### config.mk
export PLATFORM = sky130hd
export DESIGN_NAME = hs_responder
export DESIGN_NICKNAME = d
export VERILOG_FILES = /design/src/rtl/hs_responder.sv
export SDC_FILE = /design/constraint.sdc
export NUM_CORES = 1
export LEC_CHECK = 0
export ABC_AREA = 0
export BUFFER_PORTS_ARGS = -buffer_cell sky130_fd_sc_hd__buf_4
export CELL_PAD_IN_SITES_DETAIL_PLACEMENT = 1
export CELL_PAD_IN_SITES_GLOBAL_PLACEMENT = 2
export CORE_ASPECT_RATIO = 0.6
export CORE_MARGIN = 4
export CORE_UTILIZATION = 40
export DETAILED_ROUTE_END_ITERATION = 10
export GPL_ROUTABILITY_DRIVEN = 0
export PLACE_DENSITY = 0.81
export SLEW_MARGIN = 5
export SYNTH_ARGS = -nofsm -noshare
export SYNTH_HDL_FRONTEND = slang
export SYNTH_SLANG_ARGS = --single-unit
### constraint.sdc
create_clock -name clk -period 3.05 [get_ports clk]
set_input_delay 0.4575 -clock clk [delete_from_list [all_inputs] [get_ports clk]]
set_output_delay 0.4575 -clock clk [all_outputs]
set_load 0.05 [all_outputs]
### src/rtl/hs_responder.sv
// hs_responder: responder side of a four-phase req/ack handshake. Accepted
// payloads land in a first-word-fall-through FIFO that a valid/ready consumer
// drains; ack is withheld while the FIFO has no room.
module hs_responder #(
   parameter int unsigned DATA_W    = 8,
   parameter int unsigned DEPTH     = 4,
   parameter int unsigned ACK_DELAY = 1
) (
   input  logic                   clk,
   input  logic                   rst_n,
   input  logic                   req,
   input  logic [DATA_W-1:0]      req_data,
   output logic                   ack,
   output logic                   out_valid,
   input  logic                   out_ready,
   output logic [DATA_W-1:0]      out_data,
   output logic [$clog2(DEPTH):0] count,
   output logic                   err_proto
);

   localparam int unsigned PTR_W = $clog2(DEPTH);
   localparam int unsigned CNT_W = PTR_W + 1;
   localparam int unsigned DLY_W = 4;

   typedef enum logic [1:0] {
      IDLE       = 2'd0,
      WAIT_SPACE = 2'd1,
      DELAY      = 2'd2,
      ACK        = 2'd3
   } state_t;

   state_t            state_q;
   state_t            state_d;
   logic [DLY_W-1:0]  dly_q;
   logic [DLY_W-1:0]  dly_d;
   logic              ack_d;
   logic              err_d;
   logic              push_c;
   logic              pop_c;
   logic              space_c;
   logic [PTR_W-1:0]  wr_ptr;
   logic [PTR_W-1:0]  rd_ptr;
   logic [CNT_W-1:0]  count_d;
   logic [DATA_W-1:0] mem [DEPTH];

   // A pop frees a slot in the same cycle, so a full FIFO can still accept.
   assign pop_c   = out_valid & out_ready;
   assign space_c = (count < CNT_W'(DEPTH)) | pop_c;
   assign count_d = count + CNT_W'(push_c) - CNT_W'(pop_c);
   assign out_data = mem[rd_ptr];

   // Handshake state, delay counter, ack and sticky error registers.
   always_ff @(posedge clk) begin
      if (!rst_n) begin
         state_q   <= IDLE;
         dly_q     <= '0;
         ack       <= 1'b0;
         err_proto <= 1'b0;
      end else begin
         state_q   <= state_d;
         dly_q     <= dly_d;
         ack       <= ack_d;
         err_proto <= err_d;
      end
   end

   // Next-state, FIFO push and ack decisions.
   always_comb begin
      state_d = state_q;
      dly_d   = dly_q;
      ack_d   = 1'b0;
      err_d   = err_proto;
      push_c  = 1'b0;
      case (state_q)
         IDLE, WAIT_SPACE: begin
            if (req) begin
               if (space_c) begin
                  push_c = 1'b1;
                  if (ACK_DELAY > 0) begin
                     dly_d   = DLY_W'(ACK_DELAY);
                     state_d = DELAY;
                  end else begin
                     state_d = ACK;
                  end
               end else begin
                  state_d = WAIT_SPACE;
               end
            end else if (state_q == WAIT_SPACE) begin
               // Initiator abandoned a request that was never captured.
               err_d   = 1'b1;
               state_d = IDLE;
            end
         end
         DELAY: begin
            if (!req) begin
               // Request withdrawn before ack; the captured entry stays.
               err_d   = 1'b1;
               state_d = IDLE;
            end else if (dly_q <= DLY_W'(1)) begin
               state_d = ACK;
            end else begin
               dly_d = dly_q - DLY_W'(1);
            end
         end
         ACK: begin
            if (req) begin
               ack_d = 1'b1;
            end else begin
               state_d = IDLE;
            end
         end
         default: state_d = IDLE;
      endcase
   end

   // FIFO storage; contents need no reset since pointers and count do.
   always_ff @(posedge clk) begin
      if (push_c) begin
         mem[wr_ptr] <= req_data;
      end
   end

   // FIFO pointers, occupancy and non-empty flag.
   always_ff @(posedge clk) begin
      if (!rst_n) begin
         wr_ptr    <= '0;
         rd_ptr    <= '0;
         count     <= '0;
         out_valid <= 1'b0;
      end else begin
         if (push_c) begin
            wr_ptr <= wr_ptr + PTR_W'(1);
         end
         if (pop_c) begin
            rd_ptr <= rd_ptr + PTR_W'(1);
         end
         count     <= count_d;
         out_valid <= (count_d != '0);
      end
   end

endmodule
==> flow_metrics.py <==
metrics = {
    "worst_setup_path": {
        "critPathArrivalTime_ps": 2950,
        "cp_max_fo": 7,
        "start_kind": "register",
        "end_kind": "register",
        "crit_required_ps": 3240,
        "crit_type": "register to register",
    },
    "clock_network": {
        "clock_path_buffers": 2,
        "clk_latency_ps": 300,
        "clkTransAtPathRegs_ps": 90,
        "post_cts_buffers": 0,
        "cts_max_level": 2,
        "cts-root-buf": "clkbuf_8",
        "hold_buffers": 0,
        "cts_tree": "yes",
        "cts_made_buffers": 5,
        "numClockSinks": 50,
        "cts-resized-gates": 0,
    },
    "finish": {
        "antennaDiodeCount": 0,
        "area_growth_pct": 16.2,
        "nets": 207,
        "drive_gt1_share_pct": 26.4,
        "n_fill_cell": 525,
    },
    "floorplan": {
        "start_util_pct": 42.5,
        "core_area_sq_mm": 0.00520,
        "fp.dieH_microns": 65.6,
        "die_w_microns": 104,
        "die-area_sq_mm": 0.00683,
        "io_pins": 26,
        "rows": 20,
    },
    "pwr": {
        "power_mw": 2.12,
        "p_leak_nw": 0.950,
        "peakVddDrop_mv": 0.298,
        "power.density_mw_per_mm2": 825,
    },
    "sta": {
        "slew_viol_final": 0,
        "worst_slew_pin_slew_ps": 565,
        "whs_ps": 357,
        "fmax_mhz": 362,
        "finalHoldViolCount": 0,
        "setup_viol_count_final": 0,
        "period_needed_ps": 2760,
        "final.setup.tns_ps": 0,
        "rsz0062_at_grt": "false",
        "maxSlewHeadroom_pct": 62.3,
        "finClkSkew_ps": 4.90,
        "worst_slack_ps": 291,
        "fin_crit_sh_pct": 90.5,
    },
    "drt": {
        "drt_iter0_drc": 49,
        "wl_microns": 4050,
        "drtAntennaViolNets": 0,
        "firstDrtPassIters": 4,
        "vias": 1263,
        "drc": 0,
        "wire_per_inst_microns": 16.3,
        "vias_per_cell": 5.09,
    },
    "synth": {
        "netlist.area_leader.share_pct": 43.4,
        "yosysWarnings": 0,
        "synthCells": 154,
        "yosysSeqAreaShare_pct": 59.7,
        "synth_edf_count": 32,
        "ys_ff_latch": 50,
        "ys.flop_type": "edfxtp_1",
        "synth-async-reset-ratio_pct": 0,
        "syn-num-nets": 180,
        "synth_most_common_cell": "edfxtp_1",
        "synth_top_cell_by_area": "edfxtp_1",
        "syn_avg_cell_area_sq_um": 14.4,
        "syn-cell-area_sq_mm": 0.00221,
        "synth.area.top_cells": "edfxtp_1 43%, dfxtp_1 16%, mux4_2 8.1%",
        "ys_types": 37,
        "ys_top_cells_by_count": "32 x edfxtp_1, 18 x dfxtp_1, 13 x ha_1, 12 x inv_1, 9 x and2_1",
    },
    "global_routing": {
        "grt_usage_pct": 13.0,
        "antenna_found_initial": 0,
        "grt_pass1_wl_microns": 6720,
        "grt_max_degree": 20,
        "grt_overflow": 0,
        "grt_pass1_vias": 1321,
    },
    "run": {
        "maxCapViolCount": 0,
    },
    "status": {
        "status": "completed",
    },
    "min_path": {
        "min_path_type": "primary input to register",
    },
    "placement": {
        "dp_slack_ps": 276,
        "numPortBuffers": 25,
        "place_hpwl_microns": 3170,
    },
}
==> routing by layer <==
metal	up-vias	global-route usage [%]	share of wire, %
met4	0	3.98	1.1
met1	620	16.6	48
li1	614	-	-
met5	-	0	0
met2	24	21.0	46
met3	5	4.51	4.9
==> stage by stage <==
step,util [%],cells,cell area (sq um)
2_1_floorplan,-,154,2210
6_report,49.4,248,2570
5_1_grt,49.4,248,2570
3_5_place_dp,47.3,240,2460
4_1_cts,49.4,248,2570
3_3_place_gp,47.3,240,2460
==> where the power goes <==
part	leakage, nW	internal [mW]	switching, mW
combinational	0.460	0.302	0.464
clock	0.0514	0.245	0.211
sequential	0.439	0.819	0.0829
==> layout by cell type, fill, tap and decap left out <==
| cell type | instances |
|---|---|
| clkbuf_1 | 1 |
| nor2_1 | 2 |
| mux2i_1 | 2 |
| o22ai_2 | 1 |
| nor2b_1 | 8 |
| a21bo_2 | 1 |
| bufinv_16 | 1 |
| and3_1 | 1 |
| and2_1 | 9 |
| o21a_1 | 2 |
| clkbuf_8 | 5 |
| o21ai_0 | 5 |
| nand3b_1 | 1 |
| nand2_1 | 5 |
| o31a_1 | 1 |
| edfxtp_1 | 32 |
| a21boi_0 | 1 |
| nand4_1 | 1 |
| o21ba_2 | 2 |
| o21bai_2 | 1 |
| inv_1 | 12 |
| fa_1 | 1 |
| a21boi_1 | 1 |
| nor3b_4 | 1 |
| xnor2_1 | 5 |
| o311ai_1 | 1 |
| o41ai_1 | 1 |
| o31ai_1 | 2 |
| o2111a_1 | 2 |
| or3b_1 | 1 |
| nor3_2 | 1 |
| a21oi_1 | 5 |
| ha_1 | 13 |
| mux4_2 | 8 |
| o22ai_1 | 1 |
| nor2_2 | 1 |
| clkinvlp_4 | 1 |
| buf_4 | 25 |
| dfxtp_1 | 18 |
==> worst paths after layout <==
| check | slack, ps | endpoint | from | depth (start not counted) |
|---|---|---|---|---|
| max | 290 | out_valid | state_q[1] | 13 |
| max reg2reg | 290 | out_valid | state_q[1] | 13 |
| min | 360 | mem[1][3] | req_data[3] | 1 |
| min reg2reg | 500 | dly_q[1] | dly_q[1] | 2 |
==> flip-flops by register name (all words and copies together), names as in the netlist, named ones only <==
name and flops:
ack 1, count 3, dly_q 4, err_proto 1
mem 32, out_valid 1, rd_ptr 2, state_q 2
wr_ptr 2
==> area by class of cell <==
type | count | area, sq um | share of cell area, %
flip-flops and latches | 50 | 1320 | 51.3
multi-input cells | 87 | 827 | 32.1
repair buffers | 25 | 188 | 7.29
well taps | 66 | 82.6 | 3.21
clock buffers | 6 | 72.6 | 2.82
inverters | 12 | 45.0 | 1.75
clock inverters | 2 | 37.5 | 1.46
==> critical path, stage by stage (launching register included) <==
cell	delay (ps)
dfxtp_1	380
inv_1	120
ha_1	200
nor2_2	80
nor3b_4	320
inv_1	80
ha_1	290
inv_1	60
ha_1	140
inv_1	50
fa_1	370
xnor2_1	190
xnor2_1	110
o31a_1	250
==> logic make-up (layout without fill, tap and decap cells) <==
kind of cell    count (synthesis)  in the layout  share of synthesized area (%)
flops                          50             50                           59.7
simple gates                   31             31                           8.87
compound gates                 27             27                           9.21
buf+inv                        17             45                           2.99
fa+ha+maj                      14             14                           8.25
mux                            10             10                           9.04
xor+xnor                        5              5                           1.98
No activity file was read; power rests on OpenSTA's default activity.
